## src/rtl/alu_operand_issue.sv

```systemverilog
// alu_operand_issue: register file read and operand slot feeding the ALU.
// Define FORWARD_EN to bypass same-cycle writeback into reads instead of stalling.
module alu_operand_issue #(
    parameter int DW = 16,
    parameter int NREG = 8,
    localparam int AW = $clog2(NREG)
) (
    input  logic          Clk,
    input  logic          Reset_n,
    input  logic          InValid,
    output logic          InReady,
    input  logic [2:0]    InOp,
    input  logic [AW-1:0] InSrcA,
    input  logic [AW-1:0] InSrcB,
    input  logic          InUseImm,
    input  logic [DW-1:0] InImm,
    input  logic          WrEn,
    input  logic [AW-1:0] WrAddr,
    input  logic [DW-1:0] WrData,
    input  logic          Flush,
    output logic          OutValid,
    input  logic          OutReady,
    output logic [DW-1:0] InputA,
    output logic [DW-1:0] InputB,
    output logic [2:0]    OP
);
    logic [DW-1:0] rf_q [NREG];
    logic          valid_q, valid_d;
    logic [DW-1:0] a_q, a_d, b_q, b_d;
    logic [2:0]    op_q, op_d;
    logic          we, hazard, accept;

    assign we = WrEn && WrAddr != '0;

    function automatic logic [DW-1:0] rd(input logic [AW-1:0] idx);
`ifdef FORWARD_EN
        if (we && WrAddr == idx) return WrData;
`endif
        return idx == '0 ? '0 : rf_q[idx];
    endfunction

`ifdef FORWARD_EN
    assign hazard = 1'b0;
`else
    // Qualified by InValid only through accept, keeping InValid off the InReady path
    assign hazard = we && (WrAddr == InSrcA || (!InUseImm && WrAddr == InSrcB));
`endif

    assign InReady = !Flush && !hazard && (!valid_q || OutReady);
    assign accept  = InValid && InReady;

    always_comb begin
        valid_d = Flush ? 1'b0 : accept ? 1'b1 : valid_q && !OutReady;
        a_d     = accept ? rd(InSrcA) : a_q;
        b_d     = accept ? (InUseImm ? InImm : rd(InSrcB)) : b_q;
        op_d    = accept ? InOp : op_q;
    end

    always_ff @(posedge Clk or negedge Reset_n) begin
        if (!Reset_n) begin
            for (int i = 0; i < NREG; i++) rf_q[i] <= '0;
            valid_q <= 1'b0;
            a_q     <= '0;
            b_q     <= '0;
            op_q    <= '0;
        end else begin
            if (we) rf_q[WrAddr] <= WrData;
            valid_q <= valid_d;
            a_q     <= a_d;
            b_q     <= b_d;
            op_q    <= op_d;
        end
    end

    assign OutValid = valid_q;
    assign InputA   = a_q;
    assign InputB   = b_q;
    assign OP       = op_q;
endmodule

```

## config.mk

```make
export PLATFORM = sky130hd
export DESIGN_NAME = alu_operand_issue
export DESIGN_NICKNAME = d
export VERILOG_FILES = /design/src/rtl/alu_operand_issue.sv
export SDC_FILE = /design/constraint.sdc
export NUM_CORES = 1
export LEC_CHECK = 0
export BUFFER_PORTS_ARGS = -buffer_cell sky130_fd_sc_hd__buf_2
export CAP_MARGIN = 20
export CORE_UTILIZATION = 47
export DETAILED_ROUTE_END_ITERATION = 8
export PLACE_DENSITY = 0.78
export SYNTH_ARGS = -nofsm -noshare
export SYNTH_HDL_FRONTEND = slang
export SYNTH_SLANG_ARGS = --single-unit
```

## constraint.sdc

```tcl
create_clock -name Clk -period 1.9 [get_ports Clk]
set_input_delay 0 -clock Clk [delete_from_list [all_inputs] [get_ports Clk]]
set_output_delay 0 -clock Clk [all_outputs]
set_load 0.05 [all_outputs]
```

; Word-level counts from Yosys, hierarchy flattened
; Cells that the tools add are included.
[totals]
reg_bits = 164
elab_cells = 53
[classes]
n_bitwise = 3
n_mux = 14
n_reduce_logical = 18
eq_ne = 2
n_lt_le_gt_ge = 4
[op_table]
columns = operator, n
row1 = bitwise mux 128 bit, 1
row2 = two-way mux 16 bit, 8
row3 = binary-select mux 16 bit (select 3 bit), 2
row4 = demux 16 bit (select 3 bit), 1
row5 = ">= comparator 4 bit, second input constant", 3
row6 = NOT 3 -> 4 bit, 3
row7 = logical AND 1 bit, 8
row8 = equality test 3 bit, 2
row9 = logical NOT 3 bit, 2
row10 = logical NOT 1 bit, 5
row11 = "less-than comparator 4 x 1 -> 1 bit, second input constant", 1
row12 = nonzero test 3 bit, 1
row13 = logical OR 1 bit, 2
row14 = two-way mux 1 bit, 2

; Logic depth before layout (Yosys ltp)
; Gate-level depths: netlist of run 1.
[logic_depth]
ltp_word = 10
depth_mapped = 7

; Worst setup path after synthesis of run 1
; Ideal clock, no wire load.
[synth_timing]
path_type = flip-flop to flip-flop
start = register valid_q, in the netlist OutValid
end = register a_q[0], in the netlist InputA[0]
path_buffers = 1
setup_time_ns = 0.125
t_required_ns = 1.775
slack_ns = 0.288
path_stages_with_launch = 5
arrival_time_ns = 1.487
cell_sequence = dfrtp_1 > a21oi_1 > nand3_4 > buf_6 > mux2_4
[synth_between]
elab_chain_cells = 4
[synth_lines]
columns = item, line_no
row1 = start: declaration, 28  ; logic valid_q, valid_d;
row2 = start signal: assignment, 68  ; valid_q <= valid_d;
row3 = logical NOT 1 bit, 49  ; assign InReady = !Flush && !hazard && (!valid_q || OutReady);
row4 = logical OR 1 bit, 49
row5 = logical AND 1 bit, 49
row6 = logical AND 1 bit, 50  ; assign accept = InValid && InReady;
row7 = end signal: assignment, 63  ; a_q <= '0;
row8 = end signal: assignment, 69  ; a_q <= a_d;
row9 = end: declaration, 29  ; logic [DW-1:0] a_q, a_d, b_q, b_d;
; Every way passes these cells.
; A chain may end at the register's enable or synchronous reset.

; Worst setup path in the final report of run 1
[layout_timing]
start = register valid_q, in the netlist OutValid
end = register b_q[3], in the netlist InputB[3]
[layout_between]
elab_chain_cells = 4
[layout_lines]
columns = item, line_no
row1 = logical NOT 1 bit, 49
row2 = logical OR 1 bit, 49
row3 = logical AND 1 bit, 49
row4 = logical AND 1 bit, 50
row5 = end signal: assignment, 64  ; b_q <= '0;
row6 = end signal: assignment, 70  ; b_q <= b_d;
row7 = end: declaration, 29
; Every way passes these cells.

==> results of run 1 <==
area by class of cell:
type | instances | share of cell area (%)
timing repair buffer | 155 | 11.92
tap | 216 | 2.813
sequential | 148 | 38.55
inverter | 2 | 0.07814
multi-input combinational | 367 | 39.41
clock inverter | 13 | 2.631
clock buffer | 19 | 4.610
state kept, by name, indices dropped and copies added, names as in the netlist:
signal	flops
OutValid	1
InputB	16
InputA	16
rf_q	112
OP	3
final timing paths:
path	slack, ns	depth (start not counted)	startpoint	end
max	0.40	4	OutValid	InputB[3]
min	0.008	3	InValid	OP[0]
max reg2reg	0.40	4	OutValid	InputB[3]
min reg2reg	0.50	1	OP[1]	OP[1]
max in group asynchronous	1.17	3	Reset_n	InputB[15]
min in group asynchronous	0.06	2	Reset_n	rf_q[90]
stage by stage:
step	setup slack, ns	hold WS [ns]	power, W	std cells
after CTS	0.3857	0.002438	0.01167	920
final	0.4007	0.007838	0.01165	920
after global placement	0.2684	-0.05230	0.007477	851
after detailed placement	0.2190	-0.04958	0.007632	851
after global routing	0.3206	0.007995	0.01209	920
after floorplan	0.2878	-0.2956	0.006735	561
worst reg2reg max path, cell delays in order (launching register included):
cell	delay, ns
sky130_fd_sc_hd__dfrtp_1	0.39
sky130_fd_sc_hd__a21oi_1	0.26
sky130_fd_sc_hd__nand3_4	0.17
sky130_fd_sc_hd__buf_4	0.25
sky130_fd_sc_hd__mux2_4	0.32
power groups by stage:
stage,logic [W],clock network (W),registers (W)
detailed placement,0.00312,0,0.00451
CTS,0.00321,0.00398,0.00448
finish,0.00319,0.00394,0.00452
global route,0.00339,0.00411,0.00459
global placement,0.00302,0,0.00446
floorplan,0.00161,0,0.00512
cell usage in the layout (no fill, tap or decap), types with 3 or more instances in the layout:
master,synthesis,final
sky130_fd_sc_hd__dfrtp_1,148,148
sky130_fd_sc_hd__mux2_2,148,148
sky130_fd_sc_hd__o22a_1,15,15
sky130_fd_sc_hd__xor2_1,6,6
sky130_fd_sc_hd__o221ai_1,15,15
sky130_fd_sc_hd__o21ai_0,16,16
sky130_fd_sc_hd__buf_12,0,8
sky130_fd_sc_hd__clkbuf_16,0,17
sky130_fd_sc_hd__mux2i_1,33,33
sky130_fd_sc_hd__a22oi_1,31,31
sky130_fd_sc_hd__buf_4,6,23
sky130_fd_sc_hd__mux4_2,17,17
sky130_fd_sc_hd__nor2_1,15,15
sky130_fd_sc_hd__nand2_1,21,21
sky130_fd_sc_hd__dlygate4sd3_1,0,37
sky130_fd_sc_hd__nand4b_1,3,3
sky130_fd_sc_hd__mux2_4,30,30
sky130_fd_sc_hd__buf_2,20,86
sky130_fd_sc_hd__bufinv_16,0,7
cell families (layout without fill, tap and decap cells):
| logic type | after synthesis | count (layout) | share of synthesized area, % |
|---|---|---|---|
| muxes | 228 | 228 | 36.67 |
| DFF | 148 | 148 | 47.99 |
| AOI/OAI and AO/OA | 82 | 82 | 7.879 |
| and+or+nand+nor | 51 | 51 | 3.437 |
| buffers and inverters | 46 | 189 | 3.340 |
| xor gates and xnor gates | 6 | 6 | 0.6809 |
layer usage:
metal,track usage (%),vias up,routed length (um)
li1,-,2383,-
met1,31.70,2847,8418
met3,4.715,46,1030
met4,11.90,0,617
met2,43.43,253,10170
met5,0,-,0
repair_timing:
action / CTS / global route
hold buffers: 37 / 0
setup buffers: 0 / 0
endpoints found under the hold margin: 279 / 0
==> insert_results.sql, run 1 <==
INSERT INTO impl_metrics (metric_group, metric, value, unit) VALUES
('worst_setup_path', 'worst_setup_path_end_kind', 'flop', ''),
('global_routing', 'grt_util_all_layers', '25.60', '%'),
('cells_and_area', 'final_layout_size_suffix_gt1_share', '49.72', '%'),
('power_and_ir_drop', 'combinational_share_of_power', '27.4', '%'),
('power_and_ir_drop', 'internal_power', '0.008020', 'W'),
('cts', 'tritoncts.num_buffers', '17', ''),
('logic_synthesis', 'synth-edff-count', '0', ''),
('cells_and_area', 'post-route-util', '60.27', '%'),
('global_routing', 'grt_pass1_vias', '5783', ''),
('global_routing', 'globalRouteOverflowTotal', '0', ''),
('worst_setup_path', 'cpMaxStageDelayCell', 'sky130_fd_sc_hd__dfrtp_1', ''),
('logic_synthesis', 'yosysTopAreaCellShare', '47.99', '%'),
('logic_synthesis', 'mappedNetlistArea', '7717', 'um2'),
('worst_setup_path', 'cp.buffers_inverters', '1', ''),
('die', 'dieArea', '16940', 'um2'),
('cells_and_area', 'area_growth', '24.50', '%'),
('placed_design', 'placed_area', '8542', 'um2'),
('worst_setup_path', 'critical_path.cell_chain', 'a21oi_1, nand3_4, buf_4, mux2_4', ''),
('timing', 'slew-limit-headroom', '51.77', '%'),
('cts', 'cts_htree_levels', '4', ''),
('detailed_routing', 'final_routed_drc_violation_total', '0', ''),
('placed_design', 'placement.io_buffers', '87', ''),
('worst_setup_path', 'timing.critical_path.from_type', 'flop', ''),
('worst_setup_path', 'worst-setup-path-type', 'flop to flop', ''),
('cts', 'post_cts_resize_count', '0', ''),
('job', 'drv_cap', '0', ''),
('logic_synthesis', 'synthCells', '561', ''),
('detailed_routing', 'drt_pre_antenna_iters', '4', ''),
('timing', 'min_period_over_period', '78.91', '%'),
('worst_setup_path', 'timing.critical_path.arrival', '1.81', 'ns'),
('cts', 'cts_tree', 'done', ''),
('logic_synthesis', 'synth_warnings', '0', ''),
('power_and_ir_drop', 'share_clk_of_total_power', '33.8', '%'),
('timing', 'total_of_endpoints_with_negative_setup_slack_in_the_final_report', '0', ''),
('cells_and_area', 'multiInputGateArea', '3786', 'um2'),
('logic_synthesis', 'synth_sequential_area_ratio', '47.99', '%'),
('die', 'start_util', '48.41', '%'),
('cells_and_area', 'fillers', '1193', ''),
('worst_setup_path', 'critical_path.max_fanout', '10', ''),
('cts', 'clock_sinks', '148', ''),
('outcome', 'run_status', 'completed', ''),
('timing', 'final.setup_skew', '0.007364', 'ns'),
('power_and_ir_drop', 'power_switching_share', '31.18', '%'),
('detailed_routing', 'viasPerCell', '6.010', ''),
('global_routing', 'maximum_number_of_pins_on_one_net_before_global_route_repair', '61', ''),
('placed_design', 'gpl_congestion', '0.8456', ''),
('min_path', 'hp-class', 'primary input to flop', ''),
('die', 'design.core.area', '15940', 'um2'),
('power_and_ir_drop', 'power_density', '1213', 'nW/um2'),
('detailed_routing', 'vias', '5529', ''),
('timing', 'min_period', '1.499', 'ns'),
('worst_setup_path', 'data_required_time_at_the_worst_endpoint', '2.21', 'ns'),
('logic_synthesis', 'synth_area_leader_cell', 'sky130_fd_sc_hd__dfrtp_1', ''),
('logic_synthesis', 'synthDistinctLibCells', '33', ''),
('timing', 'finalHoldViolCount', '0', ''),
('cts', 'clock_path_buffers', '2', ''),
('timing', 'setup_repair_after_global_routing_missed_its_margin', 'no', ''),
('die', 'io_pins', '88', ''),
('cells_and_area', 'postLayoutCellArea', '9608', 'um2'),
('detailed_routing', 'post_detailed_routing_wire_length', '20240', 'um'),
('die', 'chipWidth', '130.1', 'um'),
('global_routing', 'grt_pass1_wl', '31940', 'um'),
('logic_synthesis', 'ys_ff_latch', '148', ''),
('cells_and_area', 'register_area', '3704', 'um2'),
('power_and_ir_drop', 'p_leak', '4.335', 'nW'),
('detailed_routing', 'detailedRoute.firstIterationViolations', '526', ''),
('power_and_ir_drop', 'total_switching_power', '0.003633', 'W'),
('detailed_routing', 'final_antenna_net_count', '0', ''),
('timing', 'timing.final.max_slew_violations', '0', ''),
('logic_synthesis', 'dominantRegCellSynth', 'sky130_fd_sc_hd__dfrtp_1', ''),
('cts', 'clkLatencyLatePin', '0.43', 'ns');
Power figures use the tool's default switching activity.
==> run 2, diff against run 1 <==
==> constraint.sdc (replaced) <==
create_clock -name Clk -period 1.6 [get_ports Clk]
set_input_delay 0 -clock Clk [delete_from_list [all_inputs] [get_ports Clk]]
set_output_delay 0 -clock Clk [all_outputs]
set_load 0.05 [all_outputs]
==> insert_results.sql, run 2 (synthesized netlist as in run 1, its figures left out) <==
INSERT INTO impl_metrics (metric_group, metric, value, unit) VALUES
('job', 'drv_cap', '0', ''),
('outcome', 'run_status', 'completed', ''),
('detailed_routing', 'final_antenna_net_count', '0', ''),
('worst_setup_path', 'r2r_setup_slack', '0.06', 'ns'),
('worst_setup_path', 'critical_path.max_fanout', '3', ''),
('timing', 'setup_repair_after_global_routing_missed_its_margin', 'no', ''),
('cts', 'clock_path_buffers', '2', ''),
('worst_setup_path', 'data_required_time_at_the_worst_endpoint', '1.92', 'ns'),
('timing', 'slew-limit-headroom', '70.42', '%'),
('placed_design', 'detailedPlacementHpwl', '12880', 'um'),
('detailed_routing', 'final_routed_drc_violation_total', '0', ''),
('worst_setup_path', 'rr_startpoint', 'rf_q[4]', ''),
('cts', 'cts_tree', 'done', ''),
('worst_setup_path', 'worst-setup-path-type', 'flop to flop', ''),
('detailed_routing', 'viasPerCell', '5.933', ''),
('timing', 'timing.final.max_slew_violations', '0', ''),
('global_routing', 'grt_pass1_vias', '5961', ''),
('cts', 'tritoncts.num_buffers', '17', ''),
('min_path', 'whs_path_depth', '3', ''),
('die', 'start_util', '48.41', '%'),
('die', 'chipHeight', '130.1', 'um'),
('timing', 'clock.fmax', '0.6512', 'GHz'),
('cts', 'cts_htree_levels', '4', ''),
('global_routing', 'grt_pass1_wl', '32430', 'um'),
('timing', 'final.hold.worst_slack', '0.01699', 'ns'),
('cells_and_area', 'multiInputGateArea', '3790', 'um2'),
('cells_and_area', 'finish.cell_count_without_fillers', '932', ''),
('placed_design', 'cell_count_after_placement', '862', ''),
('worst_setup_path', 'cell_count_of_the_worst_reg_to_reg_path', '4', ''),
('cells_and_area', 'nets', '754', ''),
('cts', 'post_cts_resize_count', '0', ''),
('global_routing', 'number_of_antenna_violations_at_the_first_check_in_global_routing', '0', ''),
('timing', 'min_period', '1.536', 'ns'),
('placed_design', 'gpl_congestion', '0.8521', ''),
('timing', 'slew_at_the_pin_with_the_worst_max_slew_slack', '0.4436', 'ns'),
('worst_setup_path', 'worst_setup_path_end_kind', 'flop', ''),
('timing', 'finalHoldViolCount', '0', ''),
('die', 'cell_rows', '46', ''),
('power_and_ir_drop', 'ir_worst_vdd', '0.0009017', 'V'),
('cts', 'cts.reportedPaths.clkPinSlew', '0.06', 'ns'),
('cts', 'clock_sinks', '148', ''),
('cts', 'clkLatencyLatePin', '0.43', 'ns'),
('worst_setup_path', 'worst_setup_path_startpoint', 'rf_q[4]', ''),
('detailed_routing', 'vias', '5530', ''),
('min_path', 'holdCritStartpoint', 'InValid', ''),
('timing', 'total_of_endpoints_with_negative_setup_slack_in_the_final_report', '0', ''),
('min_path', 'hp-class', 'primary input to flop', ''),
('die', 'chipWidth', '130.1', 'um'),
('detailed_routing', 'post_detailed_routing_wire_length', '20280', 'um'),
('cells_and_area', 'final_layout_size_suffix_gt1_share', '50.28', '%'),
('cells_and_area', 'largest_reg_flops', '112', ''),
('cells_and_area', 'registers.top_by_ff_count', 'rf_q', ''),
('detailed_routing', 'detailedRoute.firstIterationViolations', '521', ''),
('detailed_routing', 'drt_pre_antenna_iters', '5', ''),
('die', 'design.core.area', '15940', 'um2'),
('timing', 'final.setup_skew', '0.009417', 'ns'),
('cells_and_area', 'postLayoutCellArea', '9726', 'um2'),
('global_routing', 'globalRouteOverflowTotal', '0', ''),
('cts', 'clk_root_buffer_cell', 'sky130_fd_sc_hd__clkbuf_16', ''),
('cells_and_area', 'area_growth', '26.02', '%'),
('power_and_ir_drop', 'power_density', '1395', 'nW/um2'),
('cells_and_area', 'commonest_cells_after_routing_fill_and_taps_aside', '148 x sky130_fd_sc_hd__dfrtp_1, 148 x sky130_fd_sc_hd__mux2_2, 86 x sky130_fd_sc_hd__buf_2, 38 x sky130_fd_sc_hd__dlygate4sd3_1, 33 x sky130_fd_sc_hd__mux2i_1', ''),
('die', 'dieArea', '16940', 'um2'),
('power_and_ir_drop', 'p_leak', '4.404', 'nW'),
('die', 'io_pins', '88', ''),
('worst_setup_path', 'timing.critical_path.arrival', '1.85', 'ns'),
('global_routing', 'maximum_number_of_pins_on_one_net_before_global_route_repair', '46', ''),
('timing', 'min_period_over_period', '95.98', '%'),
('cells_and_area', 'register_area', '3704', 'um2'),
('cells_and_area', 'fillers', '1186', ''),
('worst_setup_path', 'timing.critical_path.from_type', 'flop', ''),
('detailed_routing', 'wl_per_cell', '21.76', 'um'),
('placed_design', 'placed_area', '8703', 'um2'),
('cells_and_area', 'post-route-util', '61.00', '%'),
('global_routing', 'grt_util_all_layers', '25.60', '%'),
('cells_and_area', 'n_antenna_cell', '0', ''),
('timing', 'final.setup.tns', '0', 'ns'),
('placed_design', 'placement.io_buffers', '87', '');
-- run 2: worst paths after layout --
path | to
setup / recovery | InputA[4]
hold / removal | InputA[15]
setup reg to reg | InputA[4]
hold reg to reg | InputA[0]
max in group asynchronous | InputA[9]
min in group asynchronous | InputA[3]
-- run 2: critical path, stage by stage (launching register included) --
cell	delay (ns)
sky130_fd_sc_hd__dfrtp_1	0.42
sky130_fd_sc_hd__mux4_2	0.48
sky130_fd_sc_hd__nand2_1	0.08
sky130_fd_sc_hd__o21ai_0	0.14
sky130_fd_sc_hd__mux2_4	0.31
-- run 2: metrics by stage --
step,total power [W],worst slack [ns]
final,0.01357,0.06440
after detailed placement,0.009085,0.04809
after CTS,0.01357,0.07383
after floorplan,0.007998,0.05167
after global routing,0.01410,0.04049
after global placement,0.008913,0.08358
-- run 2: final cells by class --
| cell class | instances | share of cell area, % |
|---|---|---|
| multi-input combinational | 367 | 38.97 |
| sequential | 148 | 38.08 |
| timing repair buffer | 167 | 13.50 |
| clock buffer | 22 | 4.773 |
| tap | 216 | 2.779 |
| clock inverter | 10 | 1.827 |
| inverter | 2 | 0.07719 |
-- run 2: routing by layer --
layer	track usage [%]	vias up	routed length, um
li1	-	2400	-
met5	0	-	0
met4	13.75	0	610
met2	42.87	212	10200
met1	31.19	2856	8531
met3	5.084	62	939
-- run 2: repair_timing --
action	CTS	global route
buffers inserted	0	0
setup endpoints to repair	0	0
hold endpoints to repair	280	0
hold buffers	38	0
-- run 2: where the power goes --
| group | internal [W] | switching, W |
|---|---|---|
| Clock | 0.00284 | 0.00156 |
| Sequential | 0.00464 | 0.000682 |
| Combinational | 0.00179 | 0.00206 |
